<file path="config.mk">
export PLATFORM = sky130hd
export DESIGN_NAME = mod_counter
export DESIGN_NICKNAME = d
export VERILOG_FILES = /design/src/rtl/mod_counter.sv
export SDC_FILE = /design/constraint.sdc
export NUM_CORES = 1
export LEC_CHECK = 0
export CAP_MARGIN = 5
export CORE_MARGIN = 1.5
export CORE_UTILIZATION = 44
export CTS_CLUSTER_SIZE = 25
export DETAILED_ROUTE_END_ITERATION = 8
export GPL_ROUTABILITY_DRIVEN = 0
export PLACE_DENSITY = 0.74
export SYNTH_ARGS = -nofsm -noshare
export SYNTH_HDL_FRONTEND = slang
export SYNTH_SLANG_ARGS = --single-unit
</file>
<file path="constraint.sdc">
create_clock -name clk -period 1.86 [get_ports clk]
set_input_delay 0.279 -clock clk [delete_from_list [all_inputs] [get_ports clk]]
set_output_delay 0.279 -clock clk [all_outputs]
set_load 0.005 [all_outputs]
</file>
<file path="src/rtl/mod_counter.sv">
// Wrap-around field counter (sec/min/hour/day/month/year) advanced by tick or set-mode edits.
// One-cycle latency to count/carry_out; wrap_next is same-cycle; no backpressure, one action per edge.
module mod_counter #(
  parameter int WIDTH     = 6,
  parameter int MIN_VAL   = 0,
  parameter int RESET_VAL = 0
) (
  input  logic             clk,
  input  logic             rst,
  input  logic             tick,
  input  logic             ctrl_set,
  input  logic             inc,
  input  logic             dec,
  input  logic             load,
  input  logic [WIDTH-1:0] load_val,
  input  logic [WIDTH-1:0] max_val,
  output logic [WIDTH-1:0] count,
  output logic             carry_out,
  output logic             wrap_next,
  output logic             at_max
);

  localparam logic [WIDTH:0] MIN_EXT = MIN_VAL[WIDTH:0];
  localparam logic [WIDTH:0] ONE     = {{WIDTH{1'b0}}, 1'b1};

  logic [WIDTH:0] count_ext;
  logic [WIDTH:0] max_ext;
  logic [WIDTH:0] lv_ext;
  logic [WIDTH:0] eff_max;
  logic [WIDTH:0] incr_ext;
  logic [WIDTH:0] decr_ext;
  logic [WIDTH:0] next_ext;
  logic           next_carry;
  logic           unused_next_msb;

  // Widened by one bit so count+1 never overflows at the top of the range.
  assign count_ext = {1'b0, count};
  assign max_ext   = {1'b0, max_val};
  assign lv_ext    = {1'b0, load_val};
  assign eff_max   = (max_ext < MIN_EXT) ? MIN_EXT : max_ext;

  assign at_max    = (count_ext == eff_max);
  assign wrap_next = tick & ~ctrl_set & ~load & at_max;

  assign incr_ext  = at_max ? MIN_EXT : (count_ext + ONE);
  assign decr_ext  = (count_ext == MIN_EXT) ? eff_max : (count_ext - ONE);

  always_comb begin
    next_ext   = count_ext;
    next_carry = 1'b0;
    if (load) begin
      if (lv_ext < MIN_EXT)
        next_ext = MIN_EXT;
      else if (lv_ext > eff_max)
        next_ext = eff_max;
      else
        next_ext = lv_ext;
    end else if (count_ext > eff_max) begin
      // Bound shrank underneath us (e.g. month length 31 -> 28).
      next_ext = eff_max;
    end else if (ctrl_set) begin
      if (inc && !dec)
        next_ext = incr_ext;
      else if (dec && !inc)
        next_ext = decr_ext;
    end else if (tick) begin
      next_ext   = incr_ext;
      next_carry = at_max;
    end
  end

  // Every next_ext choice is bounded by eff_max, so its top bit is always zero.
  assign unused_next_msb = next_ext[WIDTH];

  always_ff @(posedge clk or posedge rst) begin
    if (rst) begin
      count     <= RESET_VAL[WIDTH-1:0];
      carry_out <= 1'b0;
    end else begin
      count     <= next_ext[WIDTH-1:0];
      carry_out <= next_carry;
    end
  end

endmodule

</file>
==> After elaboration in Yosys (flattened, before gate mapping) <==
Index checks and enable logic that the tools add are counted.
{ "totals": {"regBits": 7} }
{ "classes": {"bitwise_logic": 5, "magnitude_cmp": 4, "eq_ne": 2, "muxes": 15, "reduce_logical": 7, "add_sub_neg": 2} }
{ "op_table": {"columns": ["cell", "count"], "rows": [
  ["6-bit two-way mux", 11],
  ["6-bit > comparator", 2],
  ["6-bit by 1-bit < comparator with 1-bit output (second input constant)", 2],
  ["7-bit logical NOT", 1],
  ["6-bit by 1-bit adder with 6-bit output (second input constant)", 1],
  ["6-bit == test", 1],
  ["6-bit by 1-bit subtractor with 6-bit output (second input constant)", 1],
  ["5-bit by 1-bit inequality test with 1-bit output (second input constant)", 1],
  ["1-bit two-way mux", 4],
  ["4-bit nonzero test", 1],
  ["1-bit AND", 3],
  ["1-bit logical AND", 2],
  ["1-bit logical NOT", 2],
  ["1-bit inverter", 2],
  ["2-bit AND reduction", 1]
]} }

==> Logic depth before layout (Yosys ltp) <==
Gate-level depths: netlist of the first run.
{ "depth": {"word_depth": 8, "mapped_depth": 9} }

==> Least setup slack after synthesis of the first run <==
No wires, ideal clock.
{ "synth_path": {"path_type": "register to register", "from": "register count[3]", "to": "register count[4]", "setup_slack_ps": -91, "setup_ps": 140, "stages_incl_launch_ff": 8, "arrival_ps": 1811, "path_cell_list": "dfrtp_1 > ha_1 > and3_1 > o21ai_1 > a31oi_4 > o21bai_2 > a221oi_2 > a21oi_1"} }
{ "synth_between": {"elab_chain_cells": 7} }
{ "synth_lines": {"columns": ["item", "line_no", "rtl"], "rows": [
  ["start, declared", "17", "output logic [WIDTH-1:0] count,"],
  ["start signal, assigned", "77", "count <= RESET_VAL[WIDTH-1:0];"],
  ["start signal, assigned", "80", "count <= next_ext[WIDTH-1:0];"],
  ["6-bit by 1-bit subtractor with 6-bit output / 7-bit logical NOT (equally long branches)", "46", "assign decr_ext = (count_ext == MIN_EXT) ? eff_max : (count_ext - ONE);"],
  ["6-bit two-way mux", "46", null],
  ["6-bit two-way mux", "64", "else if (dec && !inc)"],
  ["6-bit two-way mux", "62", "if (inc && !dec)"],
  ["6-bit two-way mux", "61", "end else if (ctrl_set) begin"],
  ["6-bit two-way mux", "58", "end else if (count_ext > eff_max) begin"],
  ["6-bit two-way mux", "51", "if (load) begin"]
]} }
Several ways; a longest one is shown, not always the timed one. The select of a mux whose other input is x is not followed.
A chain may end at the register's enable or synchronous reset.

==> Worst setup path in the final report of the first run <==
{ "layout_path": {"from": "register count[3]", "to": "register count[3]"} }
Same word-level chain as after synthesis.

==> impl_metrics.tcl, run 1 <==
set metrics [dict create \
    worstReg2RegStart "count[3]" \
    dp_cells 223 \
    yosys-top-cells-area "ha_1 (17%), dfrtp_1 (16%), mux2i_1 (6.3%), inv_1 (4.0%), a32oi_2 (2.9%)" \
    final_cell_mix "buf_4 (39), clkdlybuf4s50_1 (20), ha_1 (9)" \
    yosys.area.top_type "ha_1" \
    critPathMaxStageDelay_ns 0.43 \
    die_w_microns 53.3 \
    dp_hpwl_microns 3000 \
    synth_edf_count 0 \
    finalCriticalPeriod_ns 2.01 \
    cts_tree "built" \
    final_common_cell "buf_4" \
    tns_ns -0.769 \
    grt_pass1_wl_microns 6030 \
    postLayoutCellArea_sq_um 1940 \
    relSlewSlack_pct 75.3 \
    crit_path_cell_trace "ha_4 -> and4_4 -> buf_6 -> o21ai_4 -> a31oi_4 -> o21bai_4 -> mux2i_1 -> o221ai_1" \
    required_ns 2.01 \
    antenna_found_initial 0 \
    final_net_count 234 \
    clk_path_buf_depth 2 \
    synth_top_area_share_pct 16.8 \
    drive_gt1_share_pct 45.7 \
    portBuffers 27 \
    dr.first_iter.drc_count 27 \
    critical_path_class "flip-flop to flip-flop" \
    p_int_uw 940 \
    synthCells 130 \
    clock_power_share_pct 8.5 \
    switching_power_uw 717 \
    area_growth_pct 74.3 \
    rsz0062_at_grt "true" \
    grt_pass1_vias 1353 \
    max_freq_ghz 0.498 \
    rr_worst_depth 8 \
    pwr-share-seq_pct 15.0 \
    finalWorstSetupSlack_ns -0.149 \
    multi_input_area_sq_um 1050 \
    setup_viol 8 \
    powerDensity_nw_per_um2 853 \
    yosysWarnings 0 \
    die_area_sq_um 2840 \
    reg2reg_slack_ns -0.15 \
    antenna_left 0 \
    crit_path_start_kind "flip-flop" \
    r2r_end "count[3]" \
    syn_nets 164 \
    critPathCaptureType "flip-flop" \
    comb_power_share_pct 76.5 \
    drt-pass1-iter-count 4 \
    total_power_uw 1660 \
    vias 1349 \
    placed_area_sq_um 1750 \
    initial_core_util_pct 45.8 \
    arrival_ns 2.16 \
    hold_path.class "primary input to asynchronous set/reset pin" \
    viasPerCell 5.89 \
    skew_ns 0.00183 \
    async_flop_share_pct 100 \
    ios 28 \
    avgSynthCellArea_sq_um 8.58 \
    synth_seq_cells 7 \
    num_rows 18 \
    htreeDepth 1 \
    outcome "finished with violations" \
    regArea_sq_um 179 \
    cp_slowest_cell "dfrtp_2" \
    fillers 153 \
    cts_root_buf "clkbuf_4" \
    design.core.area_sq_um 2430 \
    grt-ovfl-total 0 \
    diodes 0 \
    grt_max_degree 13 \
    tightest_slew_ns 0.369 \
    maxSlewViolCount 0 \
    synthFlopType "dfrtp_1" \
    drc_errors 0 \
    final_cells 229 \
    cts_sinks 7 \
    hold_viol 0 \
    clk_pin_slew_ns 0.05 \
    cts_buffers 3 \
    yosysUniqueCellTypes 52 \
    die_h_microns 53.3 \
    insertion_delay_ns 0.25 \
    sw_frac_of_total_pct 43.3 \
    finalCritPeriodShare_pct 108 \
    ir_drop_mv 1.02 \
    crit_family "compound AO/OA/AOI/OAI gates" \
    track_usage_pct 29.4 \
    timing.hold.ws_ns 0.266 \
    violations "negative setup slack" \
    p_leak_uw 0.000837 \
    drv_cap 0 \
    routedWlPerCell_microns 18.0 \
    drt_wl_total_microns 4130 \
    worst-path-buf-inv 1 \
    synth_sequential_area_ratio_pct 15.7 \
    synth_area_sq_um 1110 \
    critPathMaxFanout 8 \
]
metrics by stage:
| stage | setup slack (ns) | util [%] |
|---|---|---|
| after floorplan | -0.00714 | - |
| final | -0.149 | 79.9 |
| after detailed placement | -0.741 | 71.9 |
| after global routing | -0.202 | 79.9 |
| after global placement | -0.680 | 71.9 |
| after CTS | -0.144 | 78.1 |
power by group through the flow:
stage / clock, uW / sequential [uW] / combinational (uW)
after floorplan: 0 / 269 / 555
after global placement: 0 / 237 / 1030
after detailed placement: 0 / 239 / 1060
after CTS: 138 / 245 / 1190
after global routing: 165 / 251 / 1350
final: 140 / 249 / 1270
registers in the layout, indices dropped and copies added (netlist names):
name / flops
count: 6
carry_out: 1
Yosys cell counts (2+ instances only):
cell,instances
a32oi_2,2
o21a_1,2
nor4b_1,2
and4_4,2
a21o_1,4
a32oi_1,2
nor2b_1,5
inv_1,12
nand2b_1,3
o211ai_1,3
o21ai_0,2
nand3b_1,3
a211oi_1,2
mux2i_1,7
and2_1,2
nand2_1,5
o31ai_1,2
o21ai_1,3
nand4_1,2
nand3_1,3
ha_1,15
a21oi_1,4
buf_2,2
nor2_1,5
dfrtp_1,7
a31oi_1,3
per-layer routing:
| layer | GRT usage [%] | up-vias | share of wire, % |
|---|---|---|---|
| met4 | 11.1 | 0 | 4.1 |
| met2 | 54.5 | 56 | 52 |
| met3 | 5.37 | 18 | 4.7 |
| met1 | 32.5 | 633 | 39 |
| met5 | 0 | - | 0 |
| li1 | - | 642 | - |
area by class of cell:
class | count | area share, %
Timing Repair Buffer | 70 | 30.8
Multi-Input combinational cell | 105 | 54.0
Inverter | 13 | 2.77
Sequential cell | 7 | 9.21
Clock buffer | 4 | 1.35
Tap cell | 30 | 1.93
worst register-to-register path, cell delays in order (launching register included):
cell      delay [ns]
dfrtp_2         0.43
ha_4            0.27
and4_4          0.25
buf_6           0.12
o21ai_4         0.06
a31oi_4         0.26
o21bai_4        0.22
mux2i_1         0.11
o221ai_1        0.18
how the worst max path moves through the flow:
stage | from | to | slack, ns | cells past startpoint
detailed placement | max_val[5] | wrap_next | -0.74 | 7
global placement | max_val[5] | wrap_next | -0.68 | 7
global route | count[2] | count[5] | -0.20 | 8
CTS | count[4] | count[3] | -0.14 | 8
finish | count[3] | count[3] | -0.15 | 8
floorplan | count[3] | count[4] | -0.007 | 7
timing repair:
| action | CTS | global route |
|---|---|---|
| buffers inserted | 2 | 0 |
| hold endpoints to repair | 0 | 0 |
| setup endpoints to repair | 9 | 8 |
| pin swaps | 17 | 5 |
| gates cloned | 0 | 0 |
| hold buffers | 0 | 0 |
| gates resized for setup | 40 | 8 |
logic make-up (layout without fill, tap and decap cells):
group | after synthesis | in the layout | synth area share [%]
flops | 7 | 7 | 15.7
compound gates | 41 | 41 | 30.1
fa+ha+maj | 15 | 15 | 16.8
buf+inv | 18 | 87 | 6.96
simple gates | 42 | 42 | 24.1
mux | 7 | 7 | 6.29
Power figures use the tool's default switching activity.
==> inputs of run 2 (changes only) <==
==> config.mk (replaced) <==
export PLATFORM = sky130hd
export DESIGN_NAME = mod_counter
export DESIGN_NICKNAME = d
export VERILOG_FILES = /design/src/rtl/mod_counter.sv
export SDC_FILE = /design/constraint.sdc
export NUM_CORES = 1
export LEC_CHECK = 0
export CORE_MARGIN = 1.5
export CORE_UTILIZATION = 25
export CTS_CLUSTER_SIZE = 25
export DETAILED_ROUTE_END_ITERATION = 8
export GPL_ROUTABILITY_DRIVEN = 0
export PLACE_DENSITY = 0.46
export SYNTH_ARGS = -nofsm -noshare
export SYNTH_HDL_FRONTEND = slang
export SYNTH_SLANG_ARGS = --single-unit
==> run 2 against run 1 <==
Effect of this change: the run still ends with negative setup slack left; die area increased by 71%; clock skew increased by 0.0051 ns; combinational power increased by 3%; routed wire length decreased by 0.17%; clock power increased by 51%; cell count increased by 14%; worst hold slack improved by 0.019 ns; sequential power decreased by 2%; setup slack got worse by 0.090 ns; via count decreased by 1.2%; critical path type unchanged; critical endpoint is now count[4]; largest power group unchanged.
==> impl_metrics.tcl, run 2 (synthesized netlist as in run 1, its figures left out) <==
set metrics [dict create \
    skew_ns 0.00696 \
    drt_wl_total_microns 4130 \
    outcome "finished with violations" \
    startpoint "count[2]" \
    antenna_found_initial 0 \
    grt_pass1_vias 1365 \
    dp_hpwl_microns 3320 \
    track_usage_pct 16.8 \
    required_ns 1.96 \
    relSlewSlack_pct 78.2 \
    drv_cap 0 \
    placed_area_sq_um 1830 \
    setup_viol 8 \
    cts_root_buf "clkbuf_8" \
    tightest_slew_ns 0.324 \
    ios 28 \
    ir_drop_mv 0.326 \
    drt-pass1-iter-count 4 \
    p_leak_uw 0.000895 \
    design.core.area_sq_um 4320 \
    cts.hold.buffers_added 0 \
    finalWorstSetupSlack_ns -0.239 \
    regMostFlops "count" \
    final_common_cell "buf_4" \
    area_growth_pct 85.4 \
    initial_core_util_pct 25.8 \
    dr.first_iter.drc_count 84 \
    finalCriticalPeriod_ns 2.10 \
    rr_worst_depth 9 \
    postLayoutCellArea_sq_um 2070 \
    powerDensity_nw_per_um2 854 \
    maxSlewViolCount 0 \
    viasPerCell 5.09 \
    violations "negative setup slack" \
    die_area_sq_um 4870 \
    rsz0062_at_grt "true" \
    num_rows 24 \
    die_h_microns 69.8 \
    final_cell_mix "buf_4 (46), clkdlybuf4s50_1 (20), ha_1 (10)" \
    hold_path.class "primary input to asynchronous set/reset pin" \
    final_net_count 245 \
    diodes 0 \
    grt-ovfl-total 0 \
    final_cells 262 \
    insertion_delay_ns 0.23 \
    dp_cells 252 \
    grt_pass1_wl_microns 6490 \
    cts_tree "built" \
    routedWlPerCell_microns 15.7 \
    clk_pin_slew_ns 0.04 \
    htreeDepth 1 \
    crit_path_start_kind "flip-flop" \
    critical_path_class "flip-flop to flip-flop" \
    largest_reg_flops 6 \
    finalCritPeriodShare_pct 113 \
    drc_errors 0 \
    vias 1333 \
    hold_viol 0 \
    max_freq_ghz 0.476 \
    critPathMaxFanout 4 \
    top_regs "count x6, carry_out x1" \
    portBuffers 27 \
    drive_gt1_share_pct 46.7 \
    grt_max_degree 12 \
    total_power_uw 1770 \
    worstReg2RegStart "count[2]" \
    arrival_ns 2.20 \
    die_w_microns 69.8 \
    critPathCaptureType "flip-flop" \
    antenna_left 0 \
    clk_path_buf_depth 2 \
    cts_sinks 7 \
    cts_buffers 3 \
]
run 2: per-layer routing:
layer | vias to the layer above | share of wire (%) | routed length [microns] | global-route usage, %
li1 | 657 | - | - | -
met1 | 632 | 44 | 1800 | 20.2
met2 | 40 | 51 | 2120 | 32.2
met3 | 4 | 3.7 | 154 | 0.436
met4 | 0 | 1.3 | 52 | 4.70
met5 | - | 0 | 0 | 0
run 2: path summary, 6_finish.rpt:
kind	slack, ns	endpoint
worst max register to register	-0.24	count[4]
min in group clk	0.62	count[4]
max in group asynchronous	1.34	count[4]
worst min-delay path	0.28	carry_out
worst max-delay path	-0.24	count[4]
worst min register to register	0.84	count[3]
run 2: area by class of cell:
cell class,instances,area [sq um]
well taps,52,65.1
inverters,13,51.3
clock inverters,1,5.00
multi-input cells,105,1030
clock buffers,3,41.3
fillers,422,2260
repair buffers,81,696
flip-flops and latches,7,179
run 2: power by group:
part / switching (uW) / internal (uW) / total (uW)
combinational: 600 / 711 / 1310
clock: 66.4 / 145 / 211
sequential: 46.1 / 198 / 244
run 2: critical path, cell delays in order, from the launching register on:
cell and delay (ns):
dfrtp_1 0.39, ha_1 0.30, and4_4 0.28, buf_6 0.11, a32oi_4 0.12, buf_6 0.14, a32oi_2 0.19, a31oi_1 0.13
a221oi_2 0.24, a21oi_1 0.07
run 2: per-stage QoR:
step / setup slack, ns / TNS, ns / utilization [%] / hold WS (ns)
floorplan: -0.00714 / -0.00714 / - / 0.0822
global placement: -0.709 / -5.39 / 42.3 / 0.532
detailed placement: -0.767 / -5.72 / 42.3 / 0.535
CTS: -0.222 / -0.981 / 47.2 / 0.290
global route: -0.299 / -1.79 / 47.8 / 0.329
finish: -0.239 / -1.13 / 47.8 / 0.285
run 2: timing repair:
action,CTS,global route
resized for setup,43,5
buffers inserted,5,2
endpoints found under the setup margin,9,8
pin swaps,17,11
